[config.mk]
export PLATFORM = sky130hd
export DESIGN_NAME = output_deskew
export DESIGN_NICKNAME = d
export VERILOG_FILES = /design/src/rtl/output_deskew_pkg.sv /design/src/rtl/deskew_fifo.sv /design/src/rtl/output_deskew.sv
export SDC_FILE = /design/constraint.sdc
export NUM_CORES = 1
export LEC_CHECK = 0
export BUFFER_PORTS_ARGS = -buffer_cell sky130_fd_sc_hd__buf_2
export CAP_MARGIN = 20
export CORE_MARGIN = 3
export CORE_UTILIZATION = 34
export DETAILED_ROUTE_END_ITERATION = 8
export GPL_ROUTABILITY_DRIVEN = 0
export PLACE_DENSITY = 0.5
export SKIP_LAST_GASP = 1
export SLEW_MARGIN = 20
export SYNTH_ARGS = -nofsm -noshare
export SYNTH_HDL_FRONTEND = slang
export SYNTH_HIERARCHICAL = 1
export SYNTH_SLANG_ARGS = --single-unit
[constraint.sdc]
create_clock -name clk -period 7.6 [get_ports clk]
set_input_delay 1.52 -clock clk [delete_from_list [all_inputs] [get_ports clk]]
set_output_delay 1.52 -clock clk [all_outputs]
set_load 0.02 [all_outputs]
[src/rtl/output_deskew_pkg.sv]
`default_nettype none
// ============================================================================
// Module   : output_deskew_pkg
// Brief    : Shared lane count, deskew depth and aligned-sample width helper.
// Revision : 1.0
// ============================================================================
package output_deskew_pkg;

    localparam int c_NUM_LANES    = 5;
    localparam int c_DESKEW_DEPTH = 4;

    // Packed aligned sample: five weight lanes plus the error lane.
    function automatic int sample_width(input int data_length);
        return (c_NUM_LANES + 1) * data_length;
    endfunction

endpackage
`default_nettype wire

[src/rtl/deskew_fifo.sv]
`default_nettype none
// ============================================================================
// Module   : deskew_fifo
// Brief    : Output buffer with registered head; accepts push on full with pop.
// Revision : 1.0
// ============================================================================
module deskew_fifo #(
    parameter int WIDTH = 48,
    parameter int DEPTH = 4
) (
    input  logic             clk,
    input  logic             rst,
    input  logic             flush,
    input  logic             push,
    input  logic [WIDTH-1:0] push_data,
    input  logic             pop,
    output logic [WIDTH-1:0] pop_data,
    output logic             full,
    output logic             empty
);

    localparam int c_AW = $clog2(DEPTH);
    localparam logic [c_AW:0] c_FULL = (c_AW + 1)'(DEPTH);

    logic [WIDTH-1:0] r_mem [DEPTH];
    logic [c_AW-1:0]  r_rd_ptr;
    logic [c_AW-1:0]  r_wr_ptr;
    logic [c_AW:0]    r_count;
    logic [WIDTH-1:0] r_head;

    logic             w_full;
    logic             w_empty;
    logic             w_pop;
    logic             w_push;
    logic [c_AW-1:0]  w_rd_next;

    assign w_full    = (r_count == c_FULL);
    assign w_empty   = (r_count == '0);
    assign w_pop     = pop & ~w_empty & ~flush;
    assign w_push    = push & (~w_full | w_pop) & ~flush;
    assign w_rd_next = r_rd_ptr + 1'b1;

    always_ff @(posedge clk) begin
        if (w_push) begin
            r_mem[r_wr_ptr] <= push_data;
        end
    end

    always_ff @(posedge clk or posedge rst) begin
        if (rst) begin
            r_rd_ptr <= '0;
            r_wr_ptr <= '0;
            r_count  <= '0;
            r_head   <= '0;
        end else if (flush) begin
            r_rd_ptr <= '0;
            r_wr_ptr <= '0;
            r_count  <= '0;
        end else begin
            if (w_push) begin
                r_wr_ptr <= r_wr_ptr + 1'b1;
            end
            if (w_pop) begin
                r_rd_ptr <= w_rd_next;
            end
            case ({w_push, w_pop})
                2'b10:   r_count <= r_count + 1'b1;
                2'b01:   r_count <= r_count - 1'b1;
                default: r_count <= r_count;
            endcase
            // Head mirrors mem[rd_ptr]; refresh it only when the head entry changes.
            if (w_push && (w_empty || (w_pop && r_count == 1))) begin
                r_head <= push_data;
            end else if (w_pop && r_count > 1) begin
                r_head <= r_mem[w_rd_next];
            end
        end
    end

    assign pop_data = r_head;
    assign full     = w_full;
    assign empty    = w_empty;

endmodule
`default_nettype wire

[src/rtl/output_deskew.sv]
`default_nettype none
// ============================================================================
// Module   : output_deskew
// Brief    : Realigns staggered systolic lanes and buffers aligned samples.
//            Define DESKEW_COUNT_EN to enable the delivered-sample counter.
// Revision : 1.0
// ============================================================================
module output_deskew
    import output_deskew_pkg::*;
#(
    parameter int DATA_LENGTH = 8,
    parameter int FIFO_DEPTH  = 4
) (
    input  logic                   clk,
    input  logic                   rst,
    input  logic                   valid_in,
    input  logic [DATA_LENGTH-1:0] wx_in1,
    input  logic [DATA_LENGTH-1:0] wx_in2,
    input  logic [DATA_LENGTH-1:0] wx_in3,
    input  logic [DATA_LENGTH-1:0] wx_in4,
    input  logic [DATA_LENGTH-1:0] wx_in5,
    input  logic [DATA_LENGTH-1:0] error_in,
    input  logic                   flush,
    input  logic                   out_ready,
    output logic                   out_valid,
    output logic [DATA_LENGTH-1:0] wxout1,
    output logic [DATA_LENGTH-1:0] wxout2,
    output logic [DATA_LENGTH-1:0] wxout3,
    output logic [DATA_LENGTH-1:0] wxout4,
    output logic [DATA_LENGTH-1:0] wxout5,
    output logic [DATA_LENGTH-1:0] error,
    output logic                   overflow,
    output logic [15:0]            sample_count
);

    localparam int c_SAMPLE_W = sample_width(DATA_LENGTH);

    logic [DATA_LENGTH-1:0]    w_lane_in  [c_NUM_LANES];
    logic [DATA_LENGTH-1:0]    w_aligned  [c_NUM_LANES];
    logic [c_DESKEW_DEPTH-1:0] r_vpipe;
    logic                      w_aligned_valid;
    logic [c_SAMPLE_W-1:0]     w_push_data;
    logic [c_SAMPLE_W-1:0]     w_head;
    logic                      w_full;
    logic                      w_empty;
    logic                      w_pop;
    logic                      r_overflow;

    assign w_lane_in[0] = wx_in1;
    assign w_lane_in[1] = wx_in2;
    assign w_lane_in[2] = wx_in3;
    assign w_lane_in[3] = wx_in4;
    assign w_lane_in[4] = wx_in5;

    // Lane k+1 arrives k cycles late, so it needs DEPTH-k stages to line up.
    for (genvar k = 0; k < c_NUM_LANES; k++) begin : g_lane
        localparam int c_STAGES = c_DESKEW_DEPTH - k;
        if (c_STAGES == 0) begin : g_pass
            assign w_aligned[k] = w_lane_in[k];
        end else begin : g_dly
            logic [DATA_LENGTH-1:0] r_dly [c_STAGES];
            always_ff @(posedge clk or posedge rst) begin
                if (rst) begin
                    for (int s = 0; s < c_STAGES; s++) begin
                        r_dly[s] <= '0;
                    end
                end else begin
                    r_dly[0] <= w_lane_in[k];
                    for (int s = 1; s < c_STAGES; s++) begin
                        r_dly[s] <= r_dly[s-1];
                    end
                end
            end
            assign w_aligned[k] = r_dly[c_STAGES-1];
        end
    end

    always_ff @(posedge clk or posedge rst) begin
        if (rst) begin
            r_vpipe <= '0;
        end else if (flush) begin
            r_vpipe <= '0;
        end else begin
            r_vpipe <= {r_vpipe[c_DESKEW_DEPTH-2:0], valid_in};
        end
    end

    assign w_aligned_valid = r_vpipe[c_DESKEW_DEPTH-1];
    assign w_push_data     = {w_aligned[0], w_aligned[1], w_aligned[2],
                              w_aligned[3], w_aligned[4], error_in};
    assign w_pop           = ~w_empty & out_ready;

    deskew_fifo #(
        .WIDTH (c_SAMPLE_W),
        .DEPTH (FIFO_DEPTH)
    ) u_fifo (
        .clk       (clk),
        .rst       (rst),
        .flush     (flush),
        .push      (w_aligned_valid),
        .push_data (w_push_data),
        .pop       (w_pop),
        .pop_data  (w_head),
        .full      (w_full),
        .empty     (w_empty)
    );

    always_ff @(posedge clk or posedge rst) begin
        if (rst) begin
            r_overflow <= 1'b0;
        end else if (!flush && w_aligned_valid && w_full && !w_pop) begin
            r_overflow <= 1'b1;
        end
    end

`ifdef DESKEW_COUNT_EN
    logic [15:0] r_sample_count;

    always_ff @(posedge clk or posedge rst) begin
        if (rst) begin
            r_sample_count <= '0;
        end else if (w_pop && !flush) begin
            r_sample_count <= r_sample_count + 1'b1;
        end
    end

    assign sample_count = r_sample_count;
`else
    assign sample_count = '0;
`endif

    assign out_valid = ~w_empty;
    assign wxout1    = w_head[5*DATA_LENGTH +: DATA_LENGTH];
    assign wxout2    = w_head[4*DATA_LENGTH +: DATA_LENGTH];
    assign wxout3    = w_head[3*DATA_LENGTH +: DATA_LENGTH];
    assign wxout4    = w_head[2*DATA_LENGTH +: DATA_LENGTH];
    assign wxout5    = w_head[1*DATA_LENGTH +: DATA_LENGTH];
    assign error     = w_head[0 +: DATA_LENGTH];
    assign overflow  = r_overflow;

endmodule
`default_nettype wire

# --- After elaboration in Yosys (flattened, before gate mapping) ---
# Memories as Yosys holds them, arrays and structs flattened.
# Cells that the tools add are included.
totals:
  elab_cells: 61
  output_inout_bits: 66
  memories: 1
  in_bits: 53
  regBits: 140
  ramBits: 192
op_classes:
  n_reduce_logical: 15
  n_lt_le_gt_ge: 1
  n_mux: 11
  add_sub_neg: 4
  n_eq_ne: 4
  bitwise: 9
memory_table:
  columns: ["name", "depth", "width", "read_ports", "rd_ports_with_merged_regs", "wr", "line_no", "rtl"]
  rows:
  - ["u_fifo.r_mem", 4, 48, 1, 0, 1, "deskew_fifo.sv:25", "logic [WIDTH-1:0] r_mem [DEPTH];"]
op_table:
  columns: ["cell", "n"]
  rows:
  - ["$mux 48", 2]
  - ["$mux 2", 4]
  - ["$logic_and 1x1->1", 6]
  - ["$pmux 3 s2", 1]
  - ["$reduce_bool 2->1", 3]
  - ["$and 1x1->1", 5]
  - ["$add 2x1->2 const B", 2]
  - ["$mux 4", 1]
  - ["$add 3x1->3 const B", 1]
  - ["$eq 3x1->1 const B", 1]
  - ["$eq 3x3->1 const B", 1]
  - ["$gt 3x1->1 const B", 1]
  - ["$logic_not 3->1", 1]
  - ["$mux 3", 1]
  - ["$not 1->1", 3]
  - ["$reduce_bool 3->1", 1]
  - ["$sub 3x1->3 const B", 1]
  - ["$eq 2x1->1 const B", 1]
  - ["$eq 2x2->1 const B", 1]
  - ["$logic_not 1->1", 2]
  - ["$mux 1", 2]
  - ["$reduce_and 2->1", 1]
  - ["$logic_or 1x1->1", 1]
  - ["$or 1x1->1", 1]

# --- Depth between registers and ports, before layout ---
logic_depth:
  depth_word: 11
  depth_mapped: 12
  mapped_depth_nobuf: 9

# --- Modules after synthesis ---
# Netlist, hierarchy kept.
modules_own_cells:
  columns: ["mod", "area_per_inst_um2", "cells_per_inst", "instances", "seq_area_each_um2"]
  rows:
  - ["deskew_fifo", 9646.8, 489, 1, 7141.8]
  - ["output_deskew", 2317.2, 112, 1, 2127.0]

# --- Least setup slack after synthesis ---
# OpenSTA, ideal clock, no wires.
synth_timing:
  kind: "in2reg"
  start: "input port out_ready"
  end: "memory u_fifo.r_mem[0][0] (enable)"
  stages: 5
  arrival_time_ns: 3.253
  setup_ns: 0.411
  required_time_ns: 7.189
  n_path_buf: 1
  setup_slack_ns: 3.936
  cell_sequence: "nor2b_4 -> buf_2 -> nor2_1 -> nor2_1 -> and2_1"
synth_via:
  elab_chain_len: 8
synth_rtl:
  columns: ["item", "line_no", "rtl"]
  rows:
  - ["start: declaration", "output_deskew.sv:24", "input logic out_ready,"]
  - ["$and 1x1->1", "output_deskew.sv:91", "assign w_pop = ~w_empty & out_ready;"]
  - ["$and 1x1->1 (2 in series)", "deskew_fifo.sv:39", "assign w_pop = pop & ~w_empty & ~flush;"]
  - ["$or 1x1->1", "deskew_fifo.sv:40", "assign w_push = push & (~w_full | w_pop) & ~flush;"]
  - ["$and 1x1->1 (2 in series)", "deskew_fifo.sv:40", null]
  - ["$mux 1", "deskew_fifo.sv:44", "if (w_push) begin"]
  - ["$mux 1 (not written as such)", "deskew_fifo.sv:45", "r_mem[r_wr_ptr] <= push_data;"]
  - ["end: declaration", "deskew_fifo.sv:25", null]
# Every way passes these cells.

# --- Worst setup path in the final report ---
layout_timing:
  start: "register u_fifo.r_count[1]"
  end: "register u_fifo.r_head[44], in the netlist u_fifo/pop_data[44]"
layout_via:
  elab_chain_len: 11
  word_cells_on_any_way: 19
  classes_between: "order compare: 1; eq/ne: 2; mux: 1; bitwise: 8; reduce/logical: 7"
layout_rtl:
  columns: ["item", "line_no", "rtl"]
  rows:
  - ["start: declaration", "deskew_fifo.sv:28", "logic [c_AW:0] r_count;"]
  - ["start signal: assignment", "deskew_fifo.sv:67", "2'b10: r_count <= r_count + 1'b1;"]
  - ["start signal: assignment", "deskew_fifo.sv:68", "2'b01: r_count <= r_count - 1'b1;"]
  - ["start signal: assignment", "deskew_fifo.sv:69", "default: r_count <= r_count;"]
  - ["$logic_not 3->1 (*)", "deskew_fifo.sv:38", "assign w_empty = (r_count == '0);"]
  - ["via w_empty", "output_deskew.sv:45", "logic w_empty;"]
  - ["$not 1->1 (*)", "output_deskew.sv:91", null]
  - ["$and 1x1->1 (*)", "output_deskew.sv:91", null]
  - ["via w_pop", "output_deskew.sv:46", "logic w_pop;"]
  - ["$and 1x1->1 (*) (2 in series)", "deskew_fifo.sv:39", null]
  - ["$or 1x1->1", "deskew_fifo.sv:40", null]
  - ["$and 1x1->1 (2 in series)", "deskew_fifo.sv:40", null]
  - ["$logic_and 1x1->1", "deskew_fifo.sv:72", "if (w_push && (w_empty || (w_pop && r_count == 1))) begin"]
  - ["$reduce_bool 2->1 (no line)", null, null]
  - ["$reduce_and 2->1 (no line)", null, null]
  - ["end signal: assignment", "deskew_fifo.sv:73", "r_head <= push_data;"]
  - ["end signal: assignment", "deskew_fifo.sv:75", "r_head <= r_mem[w_rd_next];"]
  - ["end: declaration", "deskew_fifo.sv:29", "logic [WIDTH-1:0] r_head;"]
# The timed path passes the listed nets; every way through them passes the cells marked *.
# A chain may end at the register's enable or synchronous reset.

==> metrics.md <==
| Metric | Value |
|---|---|
| Vias per Instance | 4.81 |
| Cell area after synthesis | approximately 0.012 mm2 |
| Initial DRC count | 333 |
| Post-synthesis cell type count | 40 |
| VDD IR max | 124 uV |
| Worst hold path stage count | 0 |
| Core Footprint | 0.0346 mm2 |
| Inserted Diodes | 0 |
| Hold Path Class | reg -> reg |
| Ports | 119 |
| Die Width | 194 um |
| Final critical-path share of the clock period | 0.520 |
| Met1 Use GR | 0.184 |
| DR vias | 5,773 |
| RSZ-0062 raised after global routing | no |
| F_max | between 0.2 and 0.3 GHz |
| Synth Instances | 601 |
| R2R cell count | 11 |
| Grt total ovfl | 0 |
| Post-CTS Setup Bufs | 0 |
| Final Critical Period | 3.95 ns |
| Setup Skew | 0.0210 ns |
| Worst Setup End Kind | register |
| Largest cells by area after synthesis | edfxtp_1 (48%), dfrtp_1 (29%), mux4_2 (9.0%) |
| Max FO, Critical Path | 48 |
| Final net count | 777 |
| CTS tree | yes |
| Worst Setup Path Type | reg -> reg |
| Max Cap Violations | 0 |
| Total number of yosys warnings | 6 |
| DR WL/cell | 20.5 um |
| Leak | 5.26 nW |
| Post-CTS Hold Buffers | 0 |
| Top-area cell type share of the netlist area | 0.482 |
| Post-cts gate resize count | 0 |
| Global Route Usage Sum | 0.132 |
| Die height | 194 um |
| Drt first pass iters | 6 |
| CTS buffer count | 37 |
| DRC | 0 |
| Share of post-route cells with drive strength above 1 | 0.302 |
| Final setup vio count | 0 |
| Post-Syn Area per Cell | 19.9 um2 |
| Final hold vios | 0 |
| PortBufs | between 100 and 150 |
| CTS clk-pin slew, worst paths | 0.06 ns |
| Max-slew violations | 0 |
| Power Total | 4.45 mW |
| Setup TNS | 0 ns |
| Number of synthesized flops with an enable pin | 192 |
| Largest net degree at the start of global routing | 69 |
| Cell Pwr Density | 316 mW/mm2 |
| Startpoint types | register |
| H-tree Lvls | 2 |
| First-pass GRT wire length | 38.8 mm |
| DP Wirelength | 13.2 mm |
| FFs w/ async S/R, synth | 0.422 |
| Critical Path AT | 4.32 ns |
| Top FF cell, synth | edfxtp_1 |
| Register bit total from synthesis | 332 |
| Starting Density | 0.345 |
| Critical path required time | 7.97 ns |
| Final ANT Viol Nets | 0 |
| Clock buffer depth | 3 |
| Area growth syn-to-layout | 17.9% |
| Worst-Margin Slew | 1.01 ns |
| Initial antenna violation count | 0 |
| Status | finished clean |
| Top-count cell post-synth | edfxtp_1 |
| Clk_lat worst skew | 0.51 ns |
| CTS sink cnt | between 300 and 400 |
| Most frequent cells after synthesis | edfxtp_1 (192), dfrtp_1 (140), nor2b_1 (53) |
| Row count | 68 |
| Vias in the first global route | 6,368 |
| Rel. slew slack | 0.327 |
| Sequential share of the synthesized area | 0.775 |
| Die area | 0.0375 mm2 |
| Met3 Resource Use GR | 0.0263 |
| WL final | ~25 mm |
| Met2 usage | 0.216 |
| Most area-hungry cell type in the Yosys netlist | edfxtp_1 |
| CTS root buffer | clkbuf_16 |
| Gr busiest metal | met2 |
[placed cells by master, fill, tap and decap left out, types with 3 or more instances in the layout]
cell,n
edfxtp_1,192
nand2_1,3
clkbuf_1,10
inv_1,11
ha_1,8
buf_2,102
clkbuf_16,38
buf_4,5
nor2_1,9
clkbuf_8,8
nor2b_1,53
clkinv_1,4
clkinv_2,4
mux4_2,48
xnor2_1,3
a21oi_1,4
a221o_1,48
dfrtp_1,138
and2_4,4
conb_1,16
[metrics by stage]
step	area, um2	hold WS (ns)	setup slack [ns]	util	cells
2_1_floorplan	12000	0.331	3.89	-	616
3_3_place_gp	12900	0.334	3.24	0.372	1131
3_5_place_dp	12900	0.335	3.15	0.372	1131
4_1_cts	14100	0.348	3.66	0.407	1198
5_1_grt	14100	0.347	3.48	0.408	1199
6_report	14100	0.344	3.65	0.408	1199
[path summary, 6_finish.rpt]
| kind | slack [ns] | to | from |
|---|---|---|---|
| worst max-delay path | 3.65 | u_fifo/pop_data[44]$_DFFE_PP0P_ | u_fifo/r_count[1]$_DFFE_PP0P_ |
| worst min-delay path | 0.34 | g_lane[1].g_dly.r_dly[11]$_DFF_PP0_ | g_lane[1].g_dly.r_dly[19]$_DFF_PP0_ |
| worst max register to register | 3.65 | u_fifo/pop_data[44]$_DFFE_PP0P_ | u_fifo/r_count[1]$_DFFE_PP0P_ |
| worst min register to register | 0.34 | g_lane[1].g_dly.r_dly[11]$_DFF_PP0_ | g_lane[1].g_dly.r_dly[19]$_DFF_PP0_ |
| max in group asynchronous | 5.42 | r_vpipe[2]$_DFF_PP0_ | rst |
| min in group asynchronous | 0.96 | g_lane[2].g_dly.r_dly[3]$_DFF_PP0_ | rst |
[sequential cells by signal, summed over array words and instances, names as in the netlist]
name                count
u_fifo/r_rd_ptr         2
overflow                1
r_vpipe                 4
u_fifo/pop_data        48
u_fifo/r_count          3
u_fifo/r_wr_ptr         2
g_lane.g_dly.r_dly     80
u_fifo/r_mem          192
[power breakdown]
group / switching, mW / internal [mW]
clock: 0.671 / 1.07
sequential: 0.122 / 2.06
combinational: 0.322 / 0.214
total: 1.12 / 3.34
[cell type report]
class / instances / area, um2
Clock buffer: 56 / 1100
Clock inverter: 11 / 114
Fill cell: 3115 / 20500
Inverter: 14 / 56.3
Multi-Input combinational cell: 223 / 2430
Sequential cell: 332 / 9270
Tap cell: 455 / 569
Timing Repair Buffer: 108 / 568
[logic make-up after synthesis]
| group | Yosys count | synth area share |
|---|---|---|
| DFF | 332 | 0.775 |
| and+or+nand+nor | 77 | 0.0404 |
| AOI/OAI and AO/OA | 67 | 0.0517 |
| buffers and inverters | 61 | 0.0289 |
| muxes | 49 | 0.0912 |
| adders and majority gates | 9 | 0.00920 |
| xor gates and xnor gates | 5 | 0.00366 |
| other | 1 | 0.000313 |
[critical path, stage by stage, from the launching register on]
cell	delay (ns)
dfrtp_1	0.45
inv_1	0.15
ha_1	0.33
nand2b_4	0.15
inv_2	0.09
nor2b_4	0.33
a21oi_1	0.17
nor3_4	0.83
buf_4	0.52
nor2b_4	0.06
buf_4	0.34
a221o_1	0.37
[layer usage]
layer | share of wire | vias to the layer above
li1 | - | 2520
met1 | 0.45 | 3029
met2 | 0.49 | 185
met3 | 0.051 | 39
met4 | 0.017 | 0
met5 | 0 | -
No activity file was read; power rests on OpenSTA's default activity.
